==> config.mk <==
export PLATFORM = sky130hd
export DESIGN_NAME = keypad_debounce
export DESIGN_NICKNAME = d
export VERILOG_FILES = /design/src/rtl/keypad_debounce.sv
export SDC_FILE = /design/constraint.sdc
export NUM_CORES = 1
export LEC_CHECK = 0
export BUFFER_PORTS_ARGS = -buffer_cell sky130_fd_sc_hd__buf_4
export CAP_MARGIN = 20
export CELL_PAD_IN_SITES_DETAIL_PLACEMENT = 1
export CELL_PAD_IN_SITES_GLOBAL_PLACEMENT = 1
export CORE_MARGIN = 1
export CORE_UTILIZATION = 47
export DETAILED_ROUTE_END_ITERATION = 8
export HOLD_SLACK_MARGIN = 0.12
export PLACE_DENSITY_LB_ADDON = 0.1
export SETUP_SLACK_MARGIN = 0.3
export SLEW_MARGIN = 30
export SYNTH_ARGS = -nofsm -noshare
export SYNTH_HDL_FRONTEND = slang
export SYNTH_SLANG_ARGS = --single-unit
==> constraint.sdc <==
create_clock -name CLK -period 2.8 [get_ports CLK]
set_clock_uncertainty 0.1 [all_clocks]
set_input_delay 0.56 -clock CLK [delete_from_list [all_inputs] [get_ports CLK]]
set_output_delay 0.56 -clock CLK [all_outputs]
set_load 0.03 [all_outputs]
==> src/rtl/keypad_debounce.sv <==
// Keypad input conditioning: per-key synchroniser, independent debounce counter,
// clean level, press/release strobes and a priority-encoded "new press" event.
module keypad_debounce #(
  parameter int N_KEYS          = 12,
  parameter int SYNC_STAGES     = 2,
  parameter int DEBOUNCE_CYCLES = 50000,
  parameter int ACTIVE_HIGH     = 1
) (
  input  logic              CLK,
  input  logic              RST,
  input  logic [N_KEYS-1:0] key_raw,
  output logic [N_KEYS-1:0] key_level,
  output logic [N_KEYS-1:0] key_press,
  output logic [N_KEYS-1:0] key_release,
  output logic              press_valid,
  output logic [3:0]        press_code,
  output logic              multi_press
);

  localparam int CW = ($clog2(DEBOUNCE_CYCLES) < 1) ? 1 : $clog2(DEBOUNCE_CYCLES);
  localparam logic [CW-1:0]     CNT_MAX = CW'(DEBOUNCE_CYCLES - 1);
  localparam logic [N_KEYS-1:0] ONE     = N_KEYS'(1);

  logic [N_KEYS-1:0] r_sync [SYNC_STAGES];
  logic [CW-1:0]     r_cnt  [N_KEYS];
  logic [CW-1:0]     w_cnt_nxt [N_KEYS];

  logic [N_KEYS-1:0] w_in;
  logic [N_KEYS-1:0] w_s;
  logic [N_KEYS-1:0] w_level_nxt;
  logic [N_KEYS-1:0] w_press;
  logic [N_KEYS-1:0] w_release;
  logic              w_any;
  logic              w_multi;
  logic              w_found;
  logic [3:0]        w_code;

  assign w_in = (ACTIVE_HIGH != 0) ? key_raw : ~key_raw;
  assign w_s  = r_sync[SYNC_STAGES-1];

  always_ff @(posedge CLK) begin
    if (RST) begin
      r_sync <= '{default: '0};
    end else begin
      r_sync[0] <= w_in;
      for (int unsigned i = 1; i < SYNC_STAGES; i++) begin
        r_sync[i] <= r_sync[i-1];
      end
    end
  end

  always_comb begin
    w_level_nxt = key_level;
    w_press     = '0;
    w_release   = '0;
    for (int unsigned i = 0; i < N_KEYS; i++) begin
      w_cnt_nxt[i] = r_cnt[i];
      if (w_s[i] == key_level[i]) begin
        w_cnt_nxt[i] = '0;
      end else if (r_cnt[i] == CNT_MAX) begin
        w_level_nxt[i] = w_s[i];
        w_cnt_nxt[i]   = '0;
        w_press[i]     = w_s[i];
        w_release[i]   = ~w_s[i];
      end else begin
        w_cnt_nxt[i] = r_cnt[i] + 1'b1;
      end
    end
  end

  // Encoder works on the next-state strobes so the event lines up with key_press.
  always_comb begin
    w_any   = |w_press;
    w_code  = press_code;
    w_found = 1'b0;
    for (int unsigned i = 0; i < N_KEYS; i++) begin
      if (w_press[i] && !w_found) begin
        w_code  = 4'(i);
        w_found = 1'b1;
      end
    end
    // Clearing the lowest set bit leaves something only if more than one bit was set.
    w_multi = w_any && ((w_press & (w_press - ONE)) != '0);
  end

  always_ff @(posedge CLK) begin
    if (RST) begin
      r_cnt       <= '{default: '0};
      key_level   <= '0;
      key_press   <= '0;
      key_release <= '0;
      press_valid <= 1'b0;
      press_code  <= '0;
      multi_press <= 1'b0;
    end else begin
      r_cnt       <= w_cnt_nxt;
      key_level   <= w_level_nxt;
      key_press   <= w_press;
      key_release <= w_release;
      press_valid <= w_any;
      press_code  <= w_code;
      multi_press <= w_multi;
    end
  end

endmodule

==> results.cfg <==
[drt]
viasPerCell = 5.27
totalWireLength_mm = 23.3
firstDrtPassIters = 4
wire_per_inst_um = 15.3
ant_nets = 0
drc = 0
num_vias = 8014
drtIter0Drc = 227

[synth]
synth_top_family_by_area = simple AND/OR/NAND/NOR gates
synth_warnings = 0
syn_area_per_cell_um2 = 9.08
async_flop_share = 0
synth-xor-area-share = 0.130
synthMuxAreaShare = 0.0105
syn_inst = 1150
synth_fp_nets = 1176
synth_edf_count = 0
synthSimpleGateAreaFrac = 0.296
synth_area_leaders = dfxtp_1 49%, nor2_1 8.2%, xnor2_1 6.5%
ys_types = 52
netlist_area_um2 = 10400
synth_common_cells = 258 x dfxtp_1, 227 x nor2_1, 78 x xnor2_1
synth-seq-area-share = 0.494
synth.most_common_cell = dfxtp_1
synth-adder-area-share = 0.0153
ys_seq_elements = 258
synthFlopType = dfxtp_1
yosysTopAreaCellShare = 0.494
yosysTopAreaCell = dfxtp_1
synth_compound_area_frac = 0.0347

[timing]
rsz0062_at_grt = false
tightest_slew_ps = 654
final.setup.tns_ps = 0
setup_viol = 0
relSlewSlack = 0.564
maxSlewViolCount = 0
fmax_ghz = 0.422
fin_crit_ps = 2370
hold_violations = 0
finalCritPeriodShare = 0.847

[global_route]
grt_util_met3 = 0.0337
grt_pass1_wl_mm = 38.9
use_met1 = 0.259
grtUsageMet2 = 0.372
grt_pass1_vias = 8188
antenna_found_initial = 0
overflow = 0
grt_busiest_layer = met2
globalRouteTotalUtil = 0.208
grt_max_degree = 61

[critical_path]
critPathKind = reg2reg
crit_fanout = 5
rrSetupSlack_ps = 430
cp.arrival_ps = 2750
critPathLaunchType = register
worstSetupEndpointType = register
crit_required_ps = 3180

[pwr]
power_density_nw_per_um2 = 630
cellLeakagePower_uw = 0.00428
peakVddDrop_mv = 0.494

[cts]
clock_latency_ps = 550
cts_made_buffers = 29
clkTransAtPathRegs_ps = 60
clkSinkCount = 258
root_buffer = clkbuf_16
cts_htree_levels = 1
tritoncts = done
clk_path_buf_depth = 3

[finish]
n_antenna_cell = 0
fill_cells = 2515
drive_gt1_frac = 0.106
post-route-util = 0.560
area_growth_pct = 17.1
layout.cells.non_filler = 1520
nNetsFinal = 1246

[placement]
place_inst = 1457
port_buffers = 55
gp_congestion = 0.799
dp_hpwl_mm = 15.8

[min_path]
hold_path_class = in2reg

[floorplanning]
die_y_um = 151
num_io_pins = 56
start_util = 0.479
fp.dieW_um = 151
rows = 54
core-area_um2 = 21800
die_area_um2 = 22800

[job]
maxCapViolCount = 0

[outcome]
status = complete, no violations
## layer usage
layer,vias up,part of all wire
li1,4046,-
met1,3847,0.46
met2,81,0.49
met3,40,0.028
met4,0,0.024
met5,-,0
## cells by family (layout without fill, tap and decap cells)
logic type               count (synthesis)  after routing
AND/OR/NAND/NOR                        599            599
AO/OA/AOI/OAI                           64             64
multiplexers                            11             11
flip-flops                             258            258
buffers and inverters                   50            140
adder cells (fa/ha/maj)                 13             13
XOR/XNOR                               155            155
## critical path, cell delays in order, from the launching register on
cell and delay, ps:
dfxtp_1 420, nor4b_1 510, nand4_1 330, o22ai_4 330, nor3_4 110, a31oi_1 210
o22a_1 170, o31a_1 130
## cell type report
type                    instances  area [um2]  area share
clock buffers                  40         827      0.0676
inverters                      17        63.8     0.00522
clock inverters                11         163      0.0133
well taps                     280         350      0.0286
repair buffers                 72         551      0.0450
multi-input cells             842        5110       0.418
flip-flops and latches        258        5170       0.422
## stage by stage
step	hold WS, ps	total power [uW]	area [um2]	setup slack [ps]
final	136	7710	12200	428
after global routing	122	7980	12200	275
after CTS	121	7800	12100	302
after detailed placement	326	3880	11100	350
after global placement	317	3880	11100	412
after floorplan	313	3840	10400	532
## power breakdown
group	switching, uW	internal (uW)	total (uW)
combinational	58.0	36.6	94.6
clock	1490	2420	3910
sequential	12.9	3690	3710
## cells in the final DEF (no fill, tap or decap), drive strengths merged, types with 18 or more instances in the layout
cell type / instances
dfxtp: 258
nor2: 228
xnor2: 78
xor2: 77
buf: 68
nand2: 68
nand3: 64
and3: 44
clkbuf: 40
nand4: 35
nor2b: 30
a21oi: 29
or3: 24
o21ai: 22
nor3: 21
nor4bb: 19
inv: 18
## path summary, 6_finish.rpt
check                  start          end  cells after the start
setup / recovery  r_cnt[118]  multi_press                      7
hold / removal    key_raw[9]   r_sync[21]                      2
setup reg to reg  r_cnt[118]  multi_press                      7
hold reg to reg   r_sync[23]      w_s[11]                      1
## what timing repair did
action	4_1_cts	5_1_grt
gates resized for setup	0	9
hold buffers	4	0
buffers inserted	0	8
endpoints found under the setup margin	0	3
endpoints found under the hold margin	4	0
## registers in the layout, indices dropped and copies added (netlist names)
| name | flops |
|---|---|
| r_sync | 12 |
| press_code | 4 |
| press_valid | 1 |
| key_level | 12 |
| w_s | 12 |
| r_cnt | 192 |
| key_release | 12 |
| key_press | 12 |
| multi_press | 1 |
No activity file was read; power rests on OpenSTA's default activity.
